--- src/rtl/prog_loader.sv ---
// prog_loader: boot-time program loader for the 8-bit core's instruction memory.
// Accepts a framed byte stream (LEN, 2*LEN data bytes high byte first, CSUM) over a
// valid/ready handshake, writes each assembled 16-bit word to consecutive addresses
// from 0, and releases the core from reset only after an error-free frame.
//
// Ports:
//   clka        - system clock, rising edge
//   reset       - synchronous active-high reset
//   start       - one-cycle load request, honoured in IDLE/DONE/ERR
//   byte_in     - host data byte
//   byte_valid  - byte_in is valid
//   byte_ready  - loader takes byte_in this cycle
//   we_ins      - instruction-memory write strobe, one cycle per word
//   load        - instruction word to write
//   ins_addr    - write address for load
//   cpu_reset   - holds the core in reset while high
//   done        - frame loaded and checksum matched
//   err         - frame rejected
module prog_loader #(
   parameter int unsigned ADDR_W    = 6,
   parameter int unsigned MAX_WORDS = 64
) (
   input  logic              clka,
   input  logic              reset,
   input  logic              start,
   input  logic [7:0]        byte_in,
   input  logic              byte_valid,
   output logic              byte_ready,
   output logic              we_ins,
   output logic [15:0]       load,
   output logic [ADDR_W-1:0] ins_addr,
   output logic              cpu_reset,
   output logic              done,
   output logic              err
);

   // Wide enough to hold the word count N itself (1..MAX_WORDS).
   localparam int unsigned CntW = $clog2(MAX_WORDS + 1);

   typedef enum logic [2:0] {
      StIdle, StLen, StHi, StLo, StWrite, StCsum, StDone, StErr
   } state_e;

   state_e            state_q, state_d;
   logic [CntW-1:0]   len_q, len_d;
   logic [CntW-1:0]   cnt_q, cnt_d;
   logic [7:0]        acc_q, acc_d;
   logic [7:0]        hi_q, hi_d;
   logic [15:0]       load_q, load_d;
   logic [ADDR_W-1:0] addr_q, addr_d;
   logic              cpu_reset_q, cpu_reset_d;
   logic              done_q, done_d;
   logic              err_q, err_d;

   always_comb begin
      state_d     = state_q;
      len_d       = len_q;
      cnt_d       = cnt_q;
      acc_d       = acc_q;
      hi_d        = hi_q;
      load_d      = load_q;
      addr_d      = addr_q;
      cpu_reset_d = cpu_reset_q;
      done_d      = done_q;
      err_d       = err_q;
      byte_ready  = 1'b0;
      we_ins      = 1'b0;

      unique case (state_q)
         StIdle, StDone, StErr: begin
            if (start) begin
               state_d     = StLen;
               acc_d       = '0;
               cnt_d       = '0;
               cpu_reset_d = 1'b1;
               done_d      = 1'b0;
               err_d       = 1'b0;
            end
         end
         StLen: begin
            byte_ready = 1'b1;
            if (byte_valid) begin
               if (byte_in == 8'd0 || 32'(byte_in) > MAX_WORDS) begin
                  state_d = StErr;
                  err_d   = 1'b1;
               end else begin
                  len_d   = CntW'(byte_in);
                  acc_d   = byte_in;
                  state_d = StHi;
               end
            end
         end
         StHi: begin
            byte_ready = 1'b1;
            if (byte_valid) begin
               // High byte is staged so load only changes when a full word is ready.
               hi_d    = byte_in;
               acc_d   = acc_q ^ byte_in;
               state_d = StLo;
            end
         end
         StLo: begin
            byte_ready = 1'b1;
            if (byte_valid) begin
               load_d  = {hi_q, byte_in};
               addr_d  = ADDR_W'(cnt_q);
               acc_d   = acc_q ^ byte_in;
               state_d = StWrite;
            end
         end
         StWrite: begin
            we_ins = 1'b1;
            cnt_d  = cnt_q + CntW'(1);
            if (cnt_q == len_q - CntW'(1)) begin
               state_d = StCsum;
            end else begin
               state_d = StHi;
            end
         end
         StCsum: begin
            byte_ready = 1'b1;
            if (byte_valid) begin
               if (byte_in == acc_q) begin
                  state_d     = StDone;
                  cpu_reset_d = 1'b0;
                  done_d      = 1'b1;
               end else begin
                  state_d = StErr;
                  err_d   = 1'b1;
               end
            end
         end
         default: state_d = StIdle;
      endcase
   end

   always_ff @(posedge clka) begin
      if (reset) begin
         state_q     <= StIdle;
         len_q       <= '0;
         cnt_q       <= '0;
         acc_q       <= '0;
         hi_q        <= '0;
         load_q      <= '0;
         addr_q      <= '0;
         cpu_reset_q <= 1'b1;
         done_q      <= 1'b0;
         err_q       <= 1'b0;
      end else begin
         state_q     <= state_d;
         len_q       <= len_d;
         cnt_q       <= cnt_d;
         acc_q       <= acc_d;
         hi_q        <= hi_d;
         load_q      <= load_d;
         addr_q      <= addr_d;
         cpu_reset_q <= cpu_reset_d;
         done_q      <= done_d;
         err_q       <= err_d;
      end
   end

   assign load      = load_q;
   assign ins_addr  = addr_q;
   assign cpu_reset = cpu_reset_q;
   assign done      = done_q;
   assign err       = err_q;

endmodule
--- config.mk ---
export PLATFORM = sky130hd
export DESIGN_NAME = prog_loader
export DESIGN_NICKNAME = d
export VERILOG_FILES = /design/src/rtl/prog_loader.sv
export SDC_FILE = /design/constraint.sdc
export NUM_CORES = 1
export LEC_CHECK = 0
export ABC_AREA = 1
export BUFFER_PORTS_ARGS = -buffer_cell sky130_fd_sc_hd__buf_4
export CAP_MARGIN = 15
export CORE_AREA = 2 2 80 82
export CTS_CLUSTER_SIZE = 40
export DETAILED_ROUTE_END_ITERATION = 8
export DIE_AREA = 0 0 82 84
export GPL_TIMING_DRIVEN = 0
export PLACE_DENSITY_LB_ADDON = 0.05
export SLEW_MARGIN = 25
export SYNTH_ARGS = -nofsm -noshare
export SYNTH_HDL_FRONTEND = slang
export SYNTH_SLANG_ARGS = --single-unit
--- constraint.sdc ---
create_clock -name clka -period 1.73 [get_ports clka]
set_input_delay 0.0865 -clock clka [delete_from_list [all_inputs] [get_ports clka]]
set_output_delay 0.0865 -clock clka [all_outputs]
set_load 0.01 [all_outputs]
==> metrics.md, run 1 <==
| Metric | Value |
|---|---|
| Fmax | ~0.62 GHz |
| FF+latch count, synth | 58 |
| Relative slew slack | 0.6338 |
| Clock Sinks | 58 |
| Worst Skew | around 0.008 ns |
| Synth top area cells | dfxtp_1 40%, nand2_1 11%, a21oi_1 6.8% |
| Tightest Hold Check Type | in -> reg |
| CTS tree | built |
| CP bufs+invs | 3 |
| Remaining Overflow, GRT | 0 |
| Cell mode on critical path | nor2_1 |
| Worst VDD drop | around 1.1 mV |
| Cell count after synthesis | between 400 and 500 |
| Most common cell in the synthesized netlist | nand2_1 |
| Share of cells above drive strength 1 | 0.2183 |
| First-pass DRT Iterations | 4 |
| P_int | slightly below 3000 uW |
| # IOs | 39 |
| Hold Slack | about 0.054 ns |
| Vias in the first global route | between 2000 and 3000 |
| Largest net degree at the start of global routing | 12 |
| Async SR Flop Fraction | 0 |
| Final Setup Violations | 0 |
| Nets | between 400 and 500 |
| CP max stage delay | 0.36 ns |
| Setup bufs post-CTS | 0 |
| Leakage | 0.001497 uW |
| Commonest cells in the netlist | 83 x nand2_1, 58 x dfxtp_1, 47 x nor2_1, 40 x a21oi_1, 35 x nand3_1 |
| CTS H-tree depth | 3 |
| Clk root buf | clkbuf_8 |
| IO buf count | 35 |
| Vias per cell | around 5.0 |
| Syn avg cell area | around 7.2 um^2 |
| Post-synthesis sequential area ratio | 0.3968 |
| EDFF count, synth | 0 |
| Top delay family on crit path | simple AND/OR/NAND/NOR gates |
| Die Wd | a little over 80 um |
| Synthesized area | ~2900 um^2 |
| Row count | 29 |
| Comb pwr share | 0.336 |
| Switch Pwr | between 1500 and 2000 uW |
| Crit path arrival time | roughly 1.8 ns |
| First-pass GRT wire length | 12020 um |
| CP Cell Sequence | inv_2, ha_2, inv_1, nor2_1, nor3_4, nand2_4, clkinv_4, nor2_2, nor2_1 |
| Outcome | completed |
| Pwr Total | 4648 uW |
| 1st-iter DRT viols | about 140 |
| Antenna violations before repair | 0 |
| Die area | just under 7000 um^2 |
| Via count | 2681 |
| Post-synth top area cell | dfxtp_1 |
| Period Utilization, post-route | 0.9305 |
| Core footprint | 6096 um^2 |
| Startpoint types | register |
| Diodes inserted | 0 |
| Drt wl/cell | 13.61 um |
| Max_cap viols | 0 |
| Worst setup EP type | register |
| RSZ-0062 raised after global routing | yes |
| Critical-path maximum fanout | 9 |
| P&R area growth vs syn | 20.56% |
| Final ANT Viol Nets | 0 |
| Drt total wl | slightly above 7000 um |
| Cts hold-fix bufs | 0 |
| Sequential fraction of design power | 0.359 |
| Yosys Warn Count | 0 |
| Net Count, Synth | 423 |
| Reg2reg setup slack | approximately 0.12 ns |
| Worst-margin pin slew | about 0.55 ns |
| Netlist cell types | 34 |
| Crit Path Class | reg -> reg |
| Number of remaining DRC errors | 0 |
| Clock transition at path regs | approximately 0.070 ns |
| CTS max path bufs | 2 |
| Synth top area share | 0.3968 |
| DP Wirelength | 5352 um |
| Ys flop type | dfxtp_1 |
| Starting Density | 0.4801 |
| WP data required | around 2.0 ns |
| Hold violation count in the final report | 0 |
| Clock latency on the worst-skew pair | ~0.34 ns |
| CP max stage cell | dfxtp_2 |
| PwrDens | about 1300 nW/um^2 |
| Total Routing Usage GR | 0.2300 |
| Cts bufs inserted | 9 |
| Gpl congestion | between 0.8 and 0.9 |
| Chip height | 84 um |
| Sw Share | 0.3655 |
| Min Clock Period, post-route | about 1.6 ns |
| Max Slew Vio Count | 0 |
| Clock share of power | 0.305 |
-- final timing paths --
path | from | endpoint | depth (start not counted)
max | state_q[2] | acc_q[6] | 9
min | byte_in[7] | load[7] | 3
max reg2reg | state_q[2] | acc_q[6] | 9
min reg2reg | load[2] | load[2] | 2
-- routing by layer --
metal,GRT usage,share of wire
met3,0.05303,0.046
met2,0.3511,0.47
met4,0.07273,0.012
met5,0,0
met1,0.3189,0.47
-- per-stage QoR --
step	worst slack, ns	utilization	area [um^2]	std cells	setup TNS, ns
4_1_cts	0.01470	0.5766	3515	535	0
3_5_place_dp	-0.01836	0.5390	3286	519	-0.05848
5_1_grt	-0.01986	0.5788	3528	535	-0.01986
3_3_place_gp	-0.007106	0.5390	3286	519	-0.03477
6_report	0.1202	0.5788	3528	535	0
2_1_floorplan	0.2284	-	2927	407	0
-- cells by family (layout without fill, tap and decap cells) --
logic type | count (synthesis) | count (layout) | synth area share
simple gates | 193 | 193 | 0.3053
compound gates | 85 | 85 | 0.1672
flops | 58 | 58 | 0.3967
buf+inv | 55 | 106 | 0.07781
xor+xnor | 12 | 12 | 0.03591
fa+ha+maj | 4 | 4 | 0.01710
-- worst reg2reg max path, cell delays in order (launching register included) --
cell and delay [ns]:
dfxtp_2 0.36, inv_2 0.12, ha_2 0.25, inv_1 0.11
nor2_1 0.19, nor3_4 0.07, nand2_4 0.12, clkinv_4 0.13
nor2_2 0.10, nor2_1 0.05
-- layout by cell type, fill, tap and decap left out, types with 2 or more instances in the layout --
cell / count
a21oi_2: 2
a22o_1: 3
nand2_4: 6
buf_2: 5
buf_4: 35
dfxtp_2: 4
nor3_1: 4
a221oi_1: 2
a211oi_1: 3
dfxtp_1: 54
clkbuf_8: 10
a21oi_1: 40
inv_1: 31
clkbuf_2: 2
ha_2: 2
xnor2_1: 6
inv_2: 6
bufinv_16: 2
ha_1: 2
xor2_1: 6
clkbuf_1: 7
nand3_1: 35
nand2_1: 83
o21ai_1: 2
nor2_2: 13
nor2_1: 46
o21ai_0: 29
clkinv_4: 3
-- sequential cells by signal, summed over array words and instances, names as in the netlist --
name	cells
ins_addr	6
cnt_q	7
state_q	3
acc_q	8
hi_q	8
load	16
done	1
cpu_reset	1
len_q	7
err	1
-- power groups by stage --
stage	sequential (uW)	clock [uW]	combinational (uW)
floorplan	1680	0	1200
global placement	1690	0	1540
detailed placement	1690	0	1550
CTS	1670	1440	1560
global route	1690	1490	1760
finish	1670	1420	1560
-- what timing repair did --
| action | 4_1_cts | 5_1_grt |
|---|---|---|
| setup endpoints to repair | 8 | 13 |
| pin swaps | 0 | 1 |
| gates resized for setup | 1 | 10 |
-- area by class of cell --
cell class | count | area (um^2)
sequential | 58 | 1166
tap | 77 | 96.34
buffer | 16 | 76.32
clock inverter | 6 | 90.09
timing repair buffer | 35 | 262.8
inverter | 39 | 153.9
clock buffer | 10 | 137.6
fill | 593 | 2567
multi-input combinational | 294 | 1545
No activity file was read; power rests on OpenSTA's default activity.
==> run 2: changes to the inputs <==
- clock period: 1.73 -> 1.8 ns (I/O delays scaled with it)
==> run 2 against run 1 <==
Final cell count is the same; combinational power shrank 4%; non-clock buffer count is the same; sequential share of layout area is essentially flat; die area is the same; sequential power shrank 4%; wire length grew 0.32%; via count grew 0.26%; worst hold slack gained 0.0062 ns; first-iteration DRC count shrank 14%; critical endpoint is now state_q[2]; largest cell class unchanged; largest power group unchanged; highest routed layer unchanged.
==> metrics.md, run 2 (same netlist as run 1, synthesis figures left out) <==
| Metric | Value |
|---|---|
| Outcome | completed |
| P&R area growth vs syn | 20.18% |
| Cts hold-fix bufs | 0 |
| Diodes inserted | 0 |
| CTS max path bufs | 2 |
| Area of placed instances | about 3300 um^2 |
| Resized cells post-CTS | 0 |
| Max reg flops | 16 |
| Hold Crit Start | byte_in[7] |
| IO buf count | 35 |
| DP Wirelength | ~5400 um |
| Setup bufs post-CTS | 0 |
| Share of cells above drive strength 1 | 0.2096 |
| Design area | roughly 3500 um^2 |
| Drt total wl | between 7000 and 8000 um |
| Relative slew slack | 0.6265 |
| Worst setup EP type | register |
| Clock transition at path regs | about 0.07 ns |
| FF-to-FF End | state_q[2] |
| Reg2reg setup slack | between 0.15 and 0.2 ns |
| Drt wl/cell | approximately 14 um |
| Clock latency on the worst-skew pair | roughly 0.34 ns |
| Post-Route Setup TNS | 0 ns |
| 1st-iter DRT viols | ~120 |
| Die area | about 7000 um^2 |
| RSZ-0062 raised after global routing | no |
| FF-to-FF Start | len_q[0] |
| Worst-margin pin slew | around 0.56 ns |
| Critical Path End | state_q[2] |
| CTS H-tree depth | 3 |
| Starting Density | 0.4801 |
| Clk root buf | clkbuf_8 |
| Core footprint | ~6100 um^2 |
| Period Utilization, post-route | 0.9126 |
| Final Setup Violations | 0 |
| Critical-path maximum fanout | 6 |
| Cts bufs inserted | 9 |
| Max Slew Vio Count | 0 |
| First-pass DRT Iterations | 4 |
| Crit Path Class | reg -> reg |
| Antenna violations before repair | 0 |
| Chip height | ~84 um |
| Largest net degree at the start of global routing | 12 |
| Commonest non-fill, non-tap cell in the layout | nand2_1 |
| R2R cell count | 13 |
| Fmax | about 0.61 GHz |
| Total Routing Usage GR | 0.2300 |
| Vias in the first global route | ~2500 |
| # IOs | 39 |
| Gpl congestion | around 0.81 |
| Nets | 469 |
| Final ANT Viol Nets | 0 |
| Worst Skew | roughly 0.0077 ns |
| Min Clock Period, post-route | 1.643 ns |
| Leakage | about 0.0015 uW |
| Clock Sinks | slightly below 60 |
| Remaining Overflow, GRT | 0 |
| Fillers | 595 |
| First-pass GRT wire length | 12020 um |
| Crit path arrival time | approximately 1.9 ns |
| Most frequent cells in the layout | 83 x nand2_1, 57 x dfxtp_1, 47 x nor2_1 |
| Tightest Hold Check Type | in -> reg |
| Hold violation count in the final report | 0 |
| WP data required | between 2 and 2.5 ns |
| Max_cap viols | 0 |
| Row count | 29 |
| PwrDens | ~1300 nW/um^2 |
| Number of remaining DRC errors | 0 |
| Worst VDD drop | between 1 and 1.5 mV |
| Die Wd | a little over 80 um |
| CTS tree | built |
| Critical path startpoint | len_q[0] |
| Via count | around 2700 |
| Startpoint types | register |
| Vias per cell | around 5 |
[run 2: cell types whose count changed in the layout (fill, tap and decap cells not counted)]
| cell | before | now |
|---|---|---|
| o21ai_0 | 29 | 31 |
| dfxtp_2 | 4 | 1 |
| ha_1 | 2 | 3 |
| o21ai_1 | 2 | 0 |
| inv_1 | 31 | 30 |
| ha_2 | 2 | 1 |
| nor2_1 | 46 | 47 |
| inv_4 | 1 | 0 |
| nor2_2 | 13 | 12 |
| dfxtp_1 | 54 | 57 |
| inv_2 | 6 | 8 |
[run 2: layout make-up]
cell class / instances / area (um^2) / share of cell area
Inverter: 39 / 151.4 / 0.04305
Multi-Input combinational cell: 294 / 1540 / 0.4379
Timing Repair Buffer: 35 / 262.8 / 0.07471
Tap cell: 77 / 96.34 / 0.02739
Clock inverter: 6 / 90.09 / 0.02561
Buffer: 16 / 76.32 / 0.02170
Sequential cell: 58 / 1162 / 0.3305
Clock buffer: 10 / 137.6 / 0.03913
[run 2: report_power, final]
group | switching [uW] | total [uW] | internal, uW | leakage (uW)
Sequential | 148 | 1600 | 1450 | 0.000470
Clock | 543 | 1360 | 818 | 0.000112
Combinational | 939 | 1490 | 556 | 0.000910
[run 2: layer usage]
layer,wire (um),part of all wire,global-route usage,vias up
met2,3444,0.47,0.3511,57
met1,3387,0.46,0.3189,1202
li1,-,-,-,1422
met5,0,0,0,-
met3,395,0.054,0.05303,7
met4,75,0.010,0.07273,0
[run 2: how the worst min path moves through the flow]
stage	endpoint	cells past startpoint
final	load[7]	3
after global routing	load[7]	3
after CTS	load[7]	3
after detailed placement	load[7]	3
after global placement	hi_q[2]	3
after floorplan	hi_q[0]	2
[run 2: through the flow]
| stage | hold slack [ns] | setup slack [ns] | util | std cells | power (uW) |
|---|---|---|---|---|---|
| floorplan | 0.2249 | 0.2984 | - | 407 | 2763 |
| global placement | 0.3970 | 0.06289 | 0.5390 | 519 | 3102 |
| detailed placement | 0.4026 | 0.05164 | 0.5390 | 519 | 3119 |
| CTS | 0.04647 | 0.02895 | 0.5764 | 535 | 4488 |
| global route | 0.06685 | 0.0007510 | 0.5770 | 535 | 4745 |
| finish | 0.05981 | 0.1573 | 0.5770 | 535 | 4458 |
[run 2: critical path, stage by stage, from the launching register on]
cell and delay, ns:
dfxtp_1 0.32, inv_2 0.10, ha_2 0.29, nand2_1 0.06
inv_1 0.03, nor2_1 0.07, nand2_1 0.06, nor2_1 0.11
nand3_1 0.10, nor2_1 0.10, nand2_1 0.09, nand2_1 0.07
nand2_1 0.05, a21oi_1 0.11
